[src/rtl/game_countdown_timer.sv]
// BCD seconds countdown driven by an external millisecond tick (IDLE/RUN/PAUSED/EXPIRED).
// Optional low-time warning output: define TIMER_WARN_EN.
module game_countdown_timer #(
   parameter int MS_PER_SEC = 1000,
   parameter int WARN_SECS  = 10
) (
   input  logic       clk,
   input  logic       rst,
   input  logic       ms_tick,
   input  logic       load,
   input  logic [3:0] load_tens,
   input  logic [3:0] load_ones,
   input  logic       start,
   input  logic       pause,
   output logic       tick_en,
   output logic [3:0] secs_tens,
   output logic [3:0] secs_ones,
   output logic       running,
`ifdef TIMER_WARN_EN
   output logic       warn,
`endif
   output logic       timeout
);

   typedef enum logic [1:0] {
      ST_IDLE    = 2'd0,
      ST_RUN     = 2'd1,
      ST_PAUSED  = 2'd2,
      ST_EXPIRED = 2'd3
   } state_t;

   localparam logic [9:0] MS_LAST = 10'(MS_PER_SEC - 1);

   generate
      if (MS_PER_SEC < 2 || MS_PER_SEC > 1023 || WARN_SECS < 0 || WARN_SECS > 99) begin : g_param_check
         $error("game_countdown_timer: parameter out of range");
      end
   endgenerate

   state_t     r_state;
   logic [9:0] r_ms;
   logic [3:0] r_tens;
   logic [3:0] r_ones;
   logic       r_tick_en;
   logic       r_timeout;

   state_t     w_state_nxt;
   logic [9:0] w_ms_nxt;
   logic [3:0] w_tens_nxt;
   logic [3:0] w_ones_nxt;
   logic       w_timeout_nxt;

   function automatic logic [3:0] clamp_bcd(input logic [3:0] d);
      return (d > 4'd9) ? 4'd9 : d;
   endfunction

   // next-state, digit and millisecond-counter logic
   always_comb begin
      w_state_nxt = r_state;
      w_ms_nxt    = r_ms;
      w_tens_nxt  = r_tens;
      w_ones_nxt  = r_ones;
      if (load) begin
         w_state_nxt = ST_IDLE;
         w_ms_nxt    = 10'd0;
         w_tens_nxt  = clamp_bcd(load_tens);
         w_ones_nxt  = clamp_bcd(load_ones);
      end else begin
         case (r_state)
            ST_IDLE: begin
               if (start && !pause) begin
                  w_state_nxt = (r_tens == 4'd0 && r_ones == 4'd0) ? ST_EXPIRED : ST_RUN;
               end else begin
                  w_state_nxt = ST_IDLE;
               end
            end
            ST_RUN: begin
               if (pause) begin
                  w_state_nxt = ST_PAUSED;
               end else if (ms_tick) begin
                  if (r_ms == MS_LAST) begin
                     // one full second elapsed: BCD borrow, never via binary
                     w_ms_nxt = 10'd0;
                     if (r_ones != 4'd0) begin
                        w_ones_nxt = r_ones - 4'd1;
                     end else begin
                        w_ones_nxt = 4'd9;
                        w_tens_nxt = r_tens - 4'd1;
                     end
                     if (r_tens == 4'd0 && r_ones == 4'd1) begin
                        w_state_nxt = ST_EXPIRED;
                     end else begin
                        w_state_nxt = ST_RUN;
                     end
                  end else begin
                     w_ms_nxt = r_ms + 10'd1;
                  end
               end else begin
                  w_state_nxt = ST_RUN;
               end
            end
            ST_PAUSED: begin
               if (start && !pause) begin
                  w_state_nxt = ST_RUN;
               end else begin
                  w_state_nxt = ST_PAUSED;
               end
            end
            ST_EXPIRED: w_state_nxt = ST_EXPIRED;
            default:    w_state_nxt = ST_IDLE;
         endcase
      end
      w_timeout_nxt = (w_state_nxt == ST_EXPIRED) && (r_state != ST_EXPIRED);
   end

   // state, counters and registered status outputs
   always_ff @(posedge clk or posedge rst) begin
      if (rst) begin
         r_state   <= ST_IDLE;
         r_ms      <= 10'd0;
         r_tens    <= 4'd0;
         r_ones    <= 4'd0;
         r_tick_en <= 1'b0;
         r_timeout <= 1'b0;
      end else begin
         r_state   <= w_state_nxt;
         r_ms      <= w_ms_nxt;
         r_tens    <= w_tens_nxt;
         r_ones    <= w_ones_nxt;
         r_tick_en <= (w_state_nxt == ST_RUN);
         r_timeout <= w_timeout_nxt;
      end
   end

   assign tick_en   = r_tick_en;
   assign running   = r_tick_en;
   assign timeout   = r_timeout;
   assign secs_tens = r_tens;
   assign secs_ones = r_ones;

`ifdef TIMER_WARN_EN
   localparam logic [6:0] WARN_LIM = 7'(WARN_SECS);

   logic       r_warn;
   logic [6:0] w_secs_nxt;
   logic       w_warn_nxt;

   // warning tracks the next-cycle state so it lines up with the digits
   always_comb begin
      w_secs_nxt = 7'(w_tens_nxt) * 7'd10 + 7'(w_ones_nxt);
      w_warn_nxt = ((w_state_nxt == ST_RUN) || (w_state_nxt == ST_PAUSED)) &&
                   (w_secs_nxt <= WARN_LIM) && (w_secs_nxt != 7'd0);
   end

   // registered warning output
   always_ff @(posedge clk or posedge rst) begin
      if (rst) begin
         r_warn <= 1'b0;
      end else begin
         r_warn <= w_warn_nxt;
      end
   end

   assign warn = r_warn;
`endif

endmodule

[config.mk]
export PLATFORM = sky130hd
export DESIGN_NAME = game_countdown_timer
export DESIGN_NICKNAME = d
export VERILOG_FILES = /design/src/rtl/game_countdown_timer.sv
export SDC_FILE = /design/constraint.sdc
export NUM_CORES = 1
export LEC_CHECK = 0
export ABC_AREA = 1
export CORE_MARGIN = 4
export CORE_UTILIZATION = 40
export DETAILED_ROUTE_END_ITERATION = 12
export SYNTH_ARGS = -nofsm -noshare
export SYNTH_HDL_FRONTEND = slang
export SYNTH_SLANG_ARGS = --single-unit
[constraint.sdc]
create_clock -name clk -period 1.9 [get_ports clk]
set_clock_uncertainty 0.1 [all_clocks]
set_input_delay 0.38 -clock clk [delete_from_list [all_inputs] [get_ports clk]]
set_output_delay 0.38 -clock clk [all_outputs]
set_load 0.005 [all_outputs]
# --- Yosys cells after proc, flatten, opt, wreduce, memory -nomap -nowiden ---
# Index checks and enable logic that the tools add are counted.
word_totals:
  ram_bits: 0
  input_bits: 14
  n_memories: 0
  reg_bits: 22
  elab_cells: 64
  out_inout_bits: 11
  latch_bits: 0
  mem_bits_ro: 0
classes:
  multipliers: 0
  shift: 0
  bitwise: 0
  mux: 28
  n_div: 0
  addsub: 3
  n_reduce_logical: 15
  n_lt_le_gt_ge: 2
  n_eq_ne: 10
op_table:
  columns: ["op", "n"]
  rows:
  - ["$mux 4", 14]
  - ["$mux 10", 5]
  - ["$mux 2", 8]
  - ["$add 10x1->10 const B", 1]
  - ["$eq 10x10->1 const B", 1]
  - ["$gt 4x4->1 const B", 2]
  - ["$logic_not 4->1", 2]
  - ["$pmux 2 s4", 1]
  - ["$sub 4x1->4 const B", 2]
  - ["$eq 2x2->1 const B", 3]
  - ["$ne 2x2->1 const B", 3]
  - ["$reduce_bool 2->1", 3]
  - ["$reduce_and 5->1", 1]
  - ["$eq 2x1->1 const B", 2]
  - ["$eq 4x1->1 const B", 1]
  - ["$logic_and 1x1->1", 4]
  - ["$reduce_and 4->1", 1]
  - ["$reduce_bool 4->1", 1]
  - ["$reduce_and 3->1", 1]
  - ["$logic_not 2->1", 1]
  - ["$logic_not 1->1", 1]

# --- Logic depth before layout (Yosys ltp) ---
logic_depth:
  word_depth: 10
  mapped_depth: 13
  ltp_nobuf: 13

# --- Worst setup path before layout ---
# OpenSTA, ideal clock, no wires.
synth_timing:
  kind: "reg-to-reg"
  from: "register r_ms[0]"
  to: "register r_tens[0] (netlist: secs_tens[0])"
  n_path_buf: 0
  period_less_slack_ns: 1.426
  setup_slack_ns: 0.474
  setup_time_ns: 0.120
  t_arrival_ns: 1.206
  stages_incl_launch_ff: 12
  required_time_ns: 1.680
  path_cell_list: "dfrtp_1 ha_1 inv_1 nor3_1 nand3_1 nand2_2 nand2_4 inv_4 nand2_4 clkinv_4 nand2_1 o21ai_2"
synth_between:
  elab_chain_len: 3
synth_rtl:
  columns: ["item", "line_no", "text"]
  rows:
  - ["start, declared", "41", "logic [9:0] r_ms;"]
  - ["start signal, assigned", "127", "r_ms <= w_ms_nxt;"]
  - ["$eq 10x10->1", "81", "if (r_ms == MS_LAST) begin"]
  - ["$reduce_bool 2->1 (no line)", null, null]
  - ["$reduce_and 5->1 (no line)", null, null]
  - ["end signal, assigned", "128", "r_tens <= w_tens_nxt;"]
  - ["end, declared", "42", "logic [3:0] r_tens;"]
# Every way passes these cells.
# A chain may end at the register's enable or synchronous reset.

# --- Worst setup path after layout ---
layout_timing:
  from: "register r_ones[0] (netlist: secs_ones[0])"
  to: "output secs_ones[0]"
layout_lines:
  columns: ["item", "line_no", "text"]
  rows:
  - ["start, declared", "43", "logic [3:0] r_ones;"]
  - ["start signal, assigned", "129", "r_ones <= w_ones_nxt;"]
  - ["end, declared", "17", "output logic [3:0] secs_ones,"]
# No word-level cell between the ends.

==> flow_metrics.py <==
metrics = {
    "status": {
        "status": "completed",
    },
    "global_routing": {
        "first_global_vias": 1224,
        "grt_antenna_before_repair": 0,
        "track_usage": 0.162,
        "grt_max_degree": 23,
        "gr-total-overflow": 0,
        "grt_pass1_wl_um": 5510,
    },
    "critical_path": {
        "crit_required_ps": 1420,
        "timing.critical_path.from_type": "register",
        "max_stage_delay_ps": 530,
        "end_kind": "primary output",
        "worstPathArrival_ps": 1280,
        "worstSetupPathType": "reg -> out",
        "critPathBufInv": 1,
        "critPathTopFamily": "buffers and inverters",
        "path_max_fanout": 5,
        "path_cells": "clkdlybuf4s50_1",
        "crit_slowest_cell": "clkdlybuf4s50_1",
    },
    "pwr": {
        "vdd_drop_max_mv": 0.357,
        "p_per_area_mw_per_mm2": 737,
        "leakage_nw": 0.804,
    },
    "die": {
        "fp.dieW_um": 66.9,
        "rows": 21,
        "die_h_um": 66.9,
        "initial_utilization": 0.416,
        "die_area_mm2": 0.00447,
        "core_area_mm2": 0.00334,
        "ios": 25,
    },
    "placement": {
        "port_buffers": 24,
        "hpwl_um": 2480,
        "gp_congestion": 0.963,
        "place_area_mm2": 0.00170,
        "dp_cells": 250,
        "place_ws_ps": -18.7,
    },
    "sta": {
        "max-slew-margin-rel": 0.799,
        "setup_viol": 0,
        "report.final.slew_viol_count": 0,
        "grt_setup_unrepaired": "false",
        "worst_slew_pin_slew_ps": 302,
        "period_minus_slack_ps": 1760,
        "setup_slack_ps": 140,
        "finalCritPeriodShare": 0.926,
        "hold_viol_final": 0,
        "fmax_mhz": 568,
    },
    "logic_synthesis": {
        "ys_seq_elements": 22,
        "synth_area_mm2": 0.00139,
        "synth_cell_types": 34,
        "synthesis.nets": 195,
        "synth_top_area_share": 0.397,
        "syn_area_per_cell_um2": 7.80,
        "synth-seq-area-share": 0.397,
        "synth_top_area_cell": "dfrtp_1",
        "yosys_warnings": 0,
        "synthTopCellsByArea": "dfrtp_1 40%, nand2_1 9.7%, inv_1 8.1%",
        "synth_cells": 178,
    },
    "clock_network": {
        "htreeDepth": 1,
        "numClockSinks": 22,
        "cts_buffers": 3,
        "clkTransAtPathRegs_ps": 130,
        "worstSkewPairLatency_ps": 310,
        "cts_resized": 0,
        "clockBufferDepth": 2,
        "tritoncts": "done",
        "ctsRootBufferMaster": "clkbuf_4",
        "postCtsSetupBuffers": 0,
        "hold_buffers": 0,
    },
    "final_layout": {
        "nNetsFinal": 226,
        "fillers": 342,
        "syn_to_final_growth_pct": 23.9,
        "n_antenna_cell": 0,
        "fin_util": 0.515,
        "multi_input_area_um2": 676,
        "final_cells": 253,
        "mostFrequentLayoutCell": "nand2_1",
        "stdcell_area_mm2": 0.00172,
        "seq_area_um2": 551,
        "layout_common_cells": "36 x nand2_1, 30 x inv_1, 24 x clkdlybuf4s50_1",
        "layout-drive-gt1-share": 0.155,
    },
    "detailed_routing": {
        "vias": 1221,
        "wl_per_cell_um": 12.4,
        "dr.pass1.iters": 4,
        "drcViolationCount": 0,
        "drt_wl_total_um": 3130,
        "ant_nets": 0,
        "viasPerCell": 4.83,
        "drtIter0Drc": 104,
    },
    "worst_hold_path": {
        "hold_path_class": "in -> async",
    },
    "job": {
        "cap_viol_max_count": 0,
    },
}
[synth_stat cells, drive strengths merged]
cell type and number:
a22oi 1, nand3b 1, and3 1, o31ai 2, inv 35, nor2 21
o22ai 2, a21oi 10, nand2 41, ha 3, nand4 2, a31oi 1
nor4 1, nand3 5, o21ai 15, o21bai 1, dfrtp 22, clkinv 1
nor3 8, buf 2, xor2 2, or2 1
[metrics by stage]
step                hold slack (ps)  setup TNS [ps]  total power [W]
detailed placement              380           -18.7          0.00106
global route                    325               0          0.00136
finish                          302               0          0.00127
floorplan                       269               0         0.000850
CTS                             301               0          0.00128
global placement                382           -1.19          0.00105
[layout make-up]
cell class / count / area share
timing repair buffer: 28 / 0.157
multi-input combinational: 118 / 0.393
sequential: 22 / 0.320
clock buffer: 3 / 0.0131
inverter: 36 / 0.0830
tap: 46 / 0.0335
[sequential cells by signal (all words and copies together) (netlist names)]
register,count
r_state,2
secs_tens,4
secs_ones,4
timeout,1
r_ms,10
running,1
[layer usage]
metal  part of all wire  wire length (um)  global-route usage  up-vias
met5                  0                 0                   0        -
met4             0.0061                19              0.0405        0
met3              0.029                92              0.0304        4
met2               0.44              1390               0.243       31
met1               0.52              1630               0.237      564
li1                   -                 -                   -      622
[final timing paths]
path	from	end	slack, ps	depth (start not counted)
setup / recovery	secs_ones[0]$_DFFE_PP0P_	secs_ones[0]	140	1
hold / removal	rst	r_ms[0]$_DFFE_PP0P_	300	3
setup reg to reg	r_ms[0]$_DFFE_PP0P_	secs_ones[2]$_DFFE_PP0P_	240	9
hold reg to reg	r_ms[7]$_DFFE_PP0P_	r_ms[7]$_DFFE_PP0P_	400	2
max in group asynchronous	rst	secs_ones[3]$_DFFE_PP0P_	1160	3
min in group clk	r_ms[7]$_DFFE_PP0P_	r_ms[7]$_DFFE_PP0P_	400	2
[power breakdown]
group	switching, W	total, W	internal, W	leakage, nW
Sequential	0.0000653	0.000598	0.000533	0.292
Clock	0.000145	0.000219	0.0000740	0.0138
Combinational	0.000224	0.000450	0.000226	0.499
[logic make-up after synthesis]
group           synth area share
compound gates             0.139
xor+xnor                  0.0126
fa+ha+maj                 0.0271
buf+inv                    0.116
flops                      0.397
simple gates               0.308
[worst register-to-register path, delay by kind of cell, from the launching register on]
kind                       cells  cell delay [ps]
buffers and inverters          2              220
AOI/OAI and AO/OA              2              190
DFF                            1              390
adders and majority gates      1              210
and+or+nand+nor                4              430
(Power assumes the default switching activity.)
